--- src/rtl/imm_gen_pipe_pkg.sv ---
// Shared definitions for the immediate-generation pipeline stage:
// opcode constants, format codes, buffer states and XLEN legality check.
package imm_gen_pipe_pkg;

  localparam logic [6:0] OP_LOAD   = 7'b0000011;
  localparam logic [6:0] OP_IMM    = 7'b0010011;
  localparam logic [6:0] OP_JALR   = 7'b1100111;
  localparam logic [6:0] OP_IMM_32 = 7'b0011011;
  localparam logic [6:0] OP_STORE  = 7'b0100011;
  localparam logic [6:0] OP_BRANCH = 7'b1100011;
  localparam logic [6:0] OP_LUI    = 7'b0110111;
  localparam logic [6:0] OP_AUIPC  = 7'b0010111;
  localparam logic [6:0] OP_JAL    = 7'b1101111;
  localparam logic [6:0] OP_SYSTEM = 7'b1110011;
  localparam logic [6:0] OP_OP     = 7'b0110011;
  localparam logic [6:0] OP_OP_32  = 7'b0111011;
  localparam logic [6:0] OP_FENCE  = 7'b0001111;

  typedef enum logic [2:0] {
    FMT_R    = 3'd0,
    FMT_I    = 3'd1,
    FMT_S    = 3'd2,
    FMT_B    = 3'd3,
    FMT_U    = 3'd4,
    FMT_J    = 3'd5,
    FMT_Z    = 3'd6,
    FMT_NONE = 3'd7
  } fmt_t;

  typedef enum logic [1:0] {
    ST_EMPTY = 2'd0,
    ST_ONE   = 2'd1,
    ST_TWO   = 2'd2
  } buf_state_t;

  function automatic bit xlen_ok(int xlen);
    return (xlen == 32) || (xlen == 64);
  endfunction

endpackage

--- src/rtl/imm_gen_pipe_decode.sv ---
// Combinational RV32I/RV64I immediate decoder.
// All formats are built as 32-bit values, then sign-extended to XLEN.
module imm_decode
  import imm_gen_pipe_pkg::*;
#(
  parameter int XLEN   = 32,
  parameter int EN_CSR = 1
) (
  input  logic [31:0]     instr,
  output logic [XLEN-1:0] imm,
  output fmt_t            fmt,
  output logic            illegal
);

  localparam bit RV64 = (XLEN == 64);
  localparam bit CSR  = (EN_CSR != 0);

  logic [6:0]  op;
  logic [2:0]  f3;
  logic        is_sh;
  logic        s;
  logic [31:0] v;

  assign op    = instr[6:0];
  assign f3    = instr[14:12];
  assign is_sh = (f3 == 3'b001) || (f3 == 3'b101);
  assign s     = instr[31];

  always_comb begin
    v       = '0;
    fmt     = FMT_NONE;
    illegal = 1'b0;
    unique case (1'b1)
      (op == OP_LOAD),
      (op == OP_JALR): begin
        fmt = FMT_I;
        v   = {{20{s}}, instr[31:20]};
      end
      (op == OP_IMM): begin
        fmt = FMT_I;
        if (is_sh)
          v = RV64 ? {26'b0, instr[25:20]}
                   : {27'b0, instr[24:20]};
        else
          v = {{20{s}}, instr[31:20]};
      end
      (RV64 && (op == OP_IMM_32)): begin
        fmt = FMT_I;
        if (is_sh)
          v = {27'b0, instr[24:20]};
        else
          v = {{20{s}}, instr[31:20]};
      end
      (op == OP_STORE): begin
        fmt = FMT_S;
        v   = {{20{s}}, instr[31:25], instr[11:7]};
      end
      (op == OP_BRANCH): begin
        fmt = FMT_B;
        v   = {{19{s}}, s, instr[7],
               instr[30:25], instr[11:8], 1'b0};
      end
      (op == OP_LUI),
      (op == OP_AUIPC): begin
        fmt = FMT_U;
        v   = {instr[31:12], 12'b0};
      end
      (op == OP_JAL): begin
        fmt = FMT_J;
        v   = {{11{s}}, s, instr[19:12],
               instr[20], instr[30:21], 1'b0};
      end
      (op == OP_SYSTEM): begin
        if (CSR && (f3 != 3'b000)) begin
          fmt = FMT_Z;
          v   = {27'b0, instr[19:15]};
        end
      end
      (op == OP_OP),
      (RV64 && (op == OP_OP_32)): begin
        fmt = FMT_R;
      end
      (op == OP_FENCE): begin
        fmt = FMT_NONE;
      end
      default: begin
        illegal = 1'b1;
      end
    endcase
  end

  // Zero-extended fields keep bit 31 clear, so one sign extension fits all.
  assign imm = XLEN'($signed(v));

endmodule

--- src/rtl/imm_gen_pipe.sv ---
// Immediate-generation stage: decoder in front of a 2-entry
// output/skid buffer with valid/ready handshakes on both sides.
module imm_gen_pipe
  import imm_gen_pipe_pkg::*;
#(
  parameter int XLEN   = 32,
  parameter int EN_CSR = 1
) (
  input  logic            clk,
  input  logic            rst,
  input  logic            in_valid,
  output logic            in_ready,
  input  logic [31:0]     in_instr,
  output logic            out_valid,
  input  logic            out_ready,
  output logic [XLEN-1:0] out_imm,
  output logic [2:0]      out_fmt,
  output logic            out_illegal,
  output logic [15:0]     illegal_cnt
);

  if (!xlen_ok(XLEN)) begin : g_bad_xlen
    $error("imm_gen_pipe: XLEN must be 32 or 64");
  end

  logic [XLEN-1:0] d_imm;
  fmt_t            d_fmt;
  logic            d_ill;

  imm_decode #(
    .XLEN   (XLEN),
    .EN_CSR (EN_CSR)
  ) u_dec (
    .instr   (in_instr),
    .imm     (d_imm),
    .fmt     (d_fmt),
    .illegal (d_ill)
  );

  buf_state_t state_q, state_d;
  logic       acc, drn;
  logic       load_out, load_skid, promote;

  logic [XLEN-1:0] skid_imm;
  fmt_t            skid_fmt;
  logic            skid_ill;

  // Ready depends only on registered state: no out_ready->in_ready path.
  assign in_ready  = (state_q != ST_TWO);
  assign out_valid = (state_q != ST_EMPTY);
  assign acc       = in_valid && in_ready;
  assign drn       = out_valid && out_ready;

  always_ff @(posedge clk or posedge rst) begin
    if (rst) state_q <= ST_EMPTY;
    else     state_q <= state_d;
  end

  always_comb begin
    state_d   = state_q;
    load_out  = 1'b0;
    load_skid = 1'b0;
    promote   = 1'b0;
    unique case (state_q)
      ST_EMPTY: begin
        if (acc) begin
          load_out = 1'b1;
          state_d  = ST_ONE;
        end
      end
      ST_ONE: begin
        if (acc && drn) begin
          load_out = 1'b1;
        end else if (acc) begin
          load_skid = 1'b1;
          state_d   = ST_TWO;
        end else if (drn) begin
          state_d = ST_EMPTY;
        end
      end
      ST_TWO: begin
        if (drn) begin
          promote = 1'b1;
          state_d = ST_ONE;
        end
      end
      default: begin
        state_d = ST_EMPTY;
      end
    endcase
  end

  always_ff @(posedge clk or posedge rst) begin
    if (rst) begin
      out_imm     <= '0;
      out_fmt     <= FMT_NONE;
      out_illegal <= 1'b0;
    end else if (load_out) begin
      out_imm     <= d_imm;
      out_fmt     <= d_fmt;
      out_illegal <= d_ill;
    end else if (promote) begin
      out_imm     <= skid_imm;
      out_fmt     <= skid_fmt;
      out_illegal <= skid_ill;
    end
  end

  always_ff @(posedge clk or posedge rst) begin
    if (rst) begin
      skid_imm <= '0;
      skid_fmt <= FMT_NONE;
      skid_ill <= 1'b0;
    end else if (load_skid) begin
      skid_imm <= d_imm;
      skid_fmt <= d_fmt;
      skid_ill <= d_ill;
    end
  end

  always_ff @(posedge clk or posedge rst) begin
    if (rst)
      illegal_cnt <= '0;
    else if (acc && d_ill && (illegal_cnt != 16'hFFFF))
      illegal_cnt <= illegal_cnt + 16'd1;
  end

endmodule

--- config.mk ---
export PLATFORM = sky130hd
export DESIGN_NAME = imm_gen_pipe
export DESIGN_NICKNAME = d
export VERILOG_FILES = /design/src/rtl/imm_gen_pipe_pkg.sv /design/src/rtl/imm_gen_pipe_decode.sv /design/src/rtl/imm_gen_pipe.sv
export SDC_FILE = /design/constraint.sdc
export NUM_CORES = 1
export LEC_CHECK = 0
export ABC_AREA = 1
export CORE_UTILIZATION = 40
export DETAILED_ROUTE_END_ITERATION = 8
export DONT_BUFFER_PORTS = 1
export GPL_TIMING_DRIVEN = 0
export PLACE_DENSITY = 0.6
export SLEW_MARGIN = 20
export SYNTH_ARGS = -nofsm -noshare
export SYNTH_HDL_FRONTEND = slang
export SYNTH_HIERARCHICAL = 1
export SYNTH_SLANG_ARGS = --single-unit
--- constraint.sdc ---
create_clock -name clk -period 3.1 [get_ports clk]
set_clock_uncertainty 0.1 [all_clocks]
set_input_delay 0.62 -clock clk [delete_from_list [all_inputs] [get_ports clk]]
set_output_delay 0.62 -clock clk [all_outputs]
set_load 0.03 [all_outputs]
==> qor.log <==
INFO  status         status=complete, no violations
INFO  setup_path     worstSetupEndpointType=flop
INFO  layout         register_area=0.00226mm2
INFO  clocking       clock_tree.root_cell=sky130_fd_sc_hd__clkbuf_16
INFO  clocking       worstSkewPairLatency=0.35ns
INFO  grt            grt_pass1_vias=4901
INFO  grt            overall_overflow_remaining_after_global_route=0
INFO  clocking       cts-htree-levels=3
INFO  setup_path     timing.critical_path.from_type=primary input
INFO  timing         max_freq=411MHz
INFO  timing         hold_viol_final=0
INFO  timing         finalMaxSlewViolations=0
INFO  power_and_ir_drop cellLeakagePower=2.96nW
INFO  layout         area_growth_syn_to_layout=11.0%
INFO  job            max_cap_viol_count=0
INFO  detailed_routing route.final.wire_length=15000um
INFO  clocking       numCtsBuffers=9
INFO  detailed_routing drt-vias-per-instance=5.24
INFO  floorplanning  dieHeight=119um
INFO  detailed_routing detail_route.iter0.violations=376
INFO  layout         antennaDiodeCount=0
INFO  logic_synthesis netlist_top_cells_count=237 x sky130_fd_sc_hd__nand2_1, 118 x sky130_fd_sc_hd__nand3_1, 89 x sky130_fd_sc_hd__inv_1
INFO  timing         worst-slew-pin-transition=0.562ns
INFO  setup_path     regToRegStartpoint=illegal_cnt[1]
INFO  logic_synthesis yosysTopAreaCellShare=38.6%
INFO  setup_path     reg2reg_depth=9
INFO  setup_path     path_type_of_the_worst_setup_path=in -> reg
INFO  power_and_ir_drop ir_worst_vdd=0.327mV
INFO  timing         timing.slew.headroom=62.6%
INFO  timing         finalSetupViolCount=0
INFO  detailed_routing route.antenna.remaining_nets=0
INFO  placement      dpl.hpwl=11300um
INFO  logic_synthesis synth_cells=778
INFO  grt            groute.usage.overall=22.5%
INFO  logic_synthesis syn_nets=815
INFO  logic_synthesis synth-edff-count=0
INFO  layout         post_route_cells_drive_above_1_share=9.31%
INFO  floorplanning  die_x=119um
INFO  clocking       postCtsResizedCells=0
INFO  worst_hold_path worst_hold_class=in -> async
INFO  placement      dpl-instance-area=0.00570mm2
INFO  detailed_routing drt-wirelength-per-cell=15.5um
INFO  clocking       clkTransAtPathRegs=0.06ns
INFO  layout         utilization=45.7%
INFO  logic_synthesis post-synth-top-count-cell=sky130_fd_sc_hd__nand2_1
INFO  logic_synthesis synth.avg_cell_area=7.00um2
INFO  logic_synthesis netlist_area=0.00545mm2
INFO  placement      place.port_buffers=0
INFO  setup_path     worst_r2r_endpoint=illegal_cnt[3]
INFO  detailed_routing drt_pass1_iterations=5
INFO  setup_path     biggest_fanout_along_the_worst_timing_path=10
INFO  layout         design.final.nets=827
INFO  layout         fillCellCount=1414
INFO  clocking       tritoncts_clock_tree=built
INFO  logic_synthesis synth_top_flop_cell=sky130_fd_sc_hd__dfrtp_1
INFO  timing         final.period_utilization=78.5%
INFO  layout         multi_input_area=0.00260mm2
INFO  grt            grt_first_pass_wirelength=24700um
INFO  layout         finalInstanceArea=0.00605mm2
INFO  grt            number_of_antenna_violations_at_the_first_check_in_global_routing=0
INFO  floorplanning  ioPinCount=90
INFO  placement      global_placer_s_final_weighted_congestion=0.914
INFO  clocking       cts.sink_count=90
INFO  setup_path     r2r_setup_slack=0.93ns
INFO  power_and_ir_drop design_power_total=3.22mW
INFO  clocking       post-cts-setup-buffers=0
INFO  logic_synthesis synth_sequential_area_ratio=41.5%
INFO  floorplanning  count_of_standard_cell_rows=42
INFO  timing         unrepaired_setup_endpoints_after_global_routing=no
INFO  setup_path     arrival_worst_endpoint=2.63ns
INFO  logic_synthesis postSynthRegisterBits=90
INFO  grt            maximum_number_of_pins_on_one_net_before_global_route_repair=59
INFO  logic_synthesis post_synth_num_cell_types=31
INFO  logic_synthesis ys_warn_count=6
INFO  power_and_ir_drop power.density=532mW/mm2
INFO  setup_path     worst_ep_required_time=3.29ns
INFO  timing         final_period_minus_worst_setup_slack=2.43ns
INFO  logic_synthesis post-synth-top-area-cell=sky130_fd_sc_hd__dfrtp_1
INFO  detailed_routing remaining_routing_drc_violations=0
INFO  floorplanning  initial_core_util=41.1%
INFO  clocking       max-clock-path-buffers=2
INFO  floorplanning  die_area=0.0141mm2
INFO  clocking       cts_hold_buffers=0
INFO  floorplanning  core_area=0.0132mm2
INFO  logic_synthesis synthTopCellsByArea=sky130_fd_sc_hd__dfrtp_1 39%, sky130_fd_sc_hd__nand2_1 16%, sky130_fd_sc_hd__nand3_1 11%, sky130_fd_sc_hd__inv_1 6.1%, sky130_fd_sc_hd__nor2_1 5.0%
INFO  timing         final.setup.tns=0ns
INFO  logic_synthesis postSynth.asyncResetShare=100%
INFO  detailed_routing dr_total_vias=5086
==> worst max-delay path: stages <==
cell	delay [ns]
sky130_fd_sc_hd__nand2_2	0.13
sky130_fd_sc_hd__nor2_1	0.13
sky130_fd_sc_hd__buf_4	0.19
sky130_fd_sc_hd__nand2_2	0.07
sky130_fd_sc_hd__nand2_1	0.08
sky130_fd_sc_hd__nor2_2	0.10
sky130_fd_sc_hd__nand2_2	0.08
sky130_fd_sc_hd__nor2_2	0.13
sky130_fd_sc_hd__inv_1	0.07
sky130_fd_sc_hd__nor3_1	0.42
sky130_fd_sc_hd__o21ai_4	0.21
sky130_fd_sc_hd__inv_4	0.13
sky130_fd_sc_hd__buf_6	0.15
sky130_fd_sc_hd__nand2_1	0.06
sky130_fd_sc_hd__nand2_1	0.06
==> routing by layer <==
metal  vias up  track usage (%)  wire (um)
met2       150             36.4       6990
met3        26             6.47       1070
met5         -                0          0
met1      2401             27.7       6540
met4         0             10.2        397
li1       2509                -          -
==> power breakdown <==
| group | leakage (nW) | internal, mW | switching, mW | total, mW |
|---|---|---|---|---|
| Sequential | 1.22 | 1.29 | 0.220 | 1.51 |
| Clock | 0.173 | 0.813 | 0.485 | 1.30 |
| Combinational | 1.57 | 0.126 | 0.284 | 0.411 |
| Total | 2.96 | 2.23 | 0.988 | 3.22 |
==> cell usage in the layout (no fill, tap or decap), types with 8 or more instances in the layout <==
master                        n
sky130_fd_sc_hd__dfrtp_1     84
sky130_fd_sc_hd__o211ai_1    35
sky130_fd_sc_hd__inv_1       88
sky130_fd_sc_hd__nand2_1    237
sky130_fd_sc_hd__nand2_2      8
sky130_fd_sc_hd__nand3_1    118
sky130_fd_sc_hd__o21ai_0     50
sky130_fd_sc_hd__clkbuf_16    9
sky130_fd_sc_hd__buf_2       15
sky130_fd_sc_hd__clkbuf_1    11
sky130_fd_sc_hd__nor2_1      72
==> worst max-delay path by stage <==
stage | from | endpoint | slack (ns) | depth (start not counted)
after floorplan | rst | illegal_cnt[0] | 0.05 | 1
after global placement | rst | out_imm[5] | -0.93 | 1
after detailed placement | in_instr[1] | illegal_cnt[3] | 0.34 | 15
after CTS | in_instr[1] | illegal_cnt[3] | 0.69 | 15
after global routing | in_instr[1] | illegal_cnt[3] | 0.49 | 15
final | in_instr[1] | illegal_cnt[3] | 0.67 | 15
==> area by class of cell <==
| type | instances | share of cell area, % |
|---|---|---|
| buffer | 38 | 3.66 |
| sequential | 90 | 37.4 |
| clock buffer | 10 | 3.95 |
| timing repair buffer | 1 | 0.455 |
| multi-input combinational | 554 | 43.0 |
| clock inverter | 6 | 1.86 |
| inverter | 96 | 6.04 |
| tap | 176 | 3.64 |
==> sequential cells by signal, summed over array words and instances (netlist names) <==
name and count:
state_q 2, skid_ill 1, skid_fmt 3, illegal_cnt 16, out_imm 32, skid_imm 32, out_illegal 1, out_fmt 3
==> logic make-up (layout without fill, tap and decap cells) <==
group                    after synthesis  after routing  share of synthesized area [%]
flip-flops                            90             90                           41.5
AO/OA/AOI/OAI                         94             94                           10.6
adder cells (fa/ha/maj)                1              1                          0.230
buffers and inverters                134            151                           10.7
AND/OR/NAND/NOR                      452            452                           35.9
XOR/XNOR                               7              7                           1.13
==> stage by stage <==
step | hold WS, ns | instances | setup slack, ns
after global placement | 0.361 | 954 | -0.932
after CTS | 0.0674 | 971 | 0.694
after global routing | 0.0898 | 971 | 0.489
after floorplan | 0.348 | 778 | 0.0547
after detailed placement | 0.370 | 955 | 0.343
final | 0.0566 | 971 | 0.667
Power figures use the tool's default switching activity.
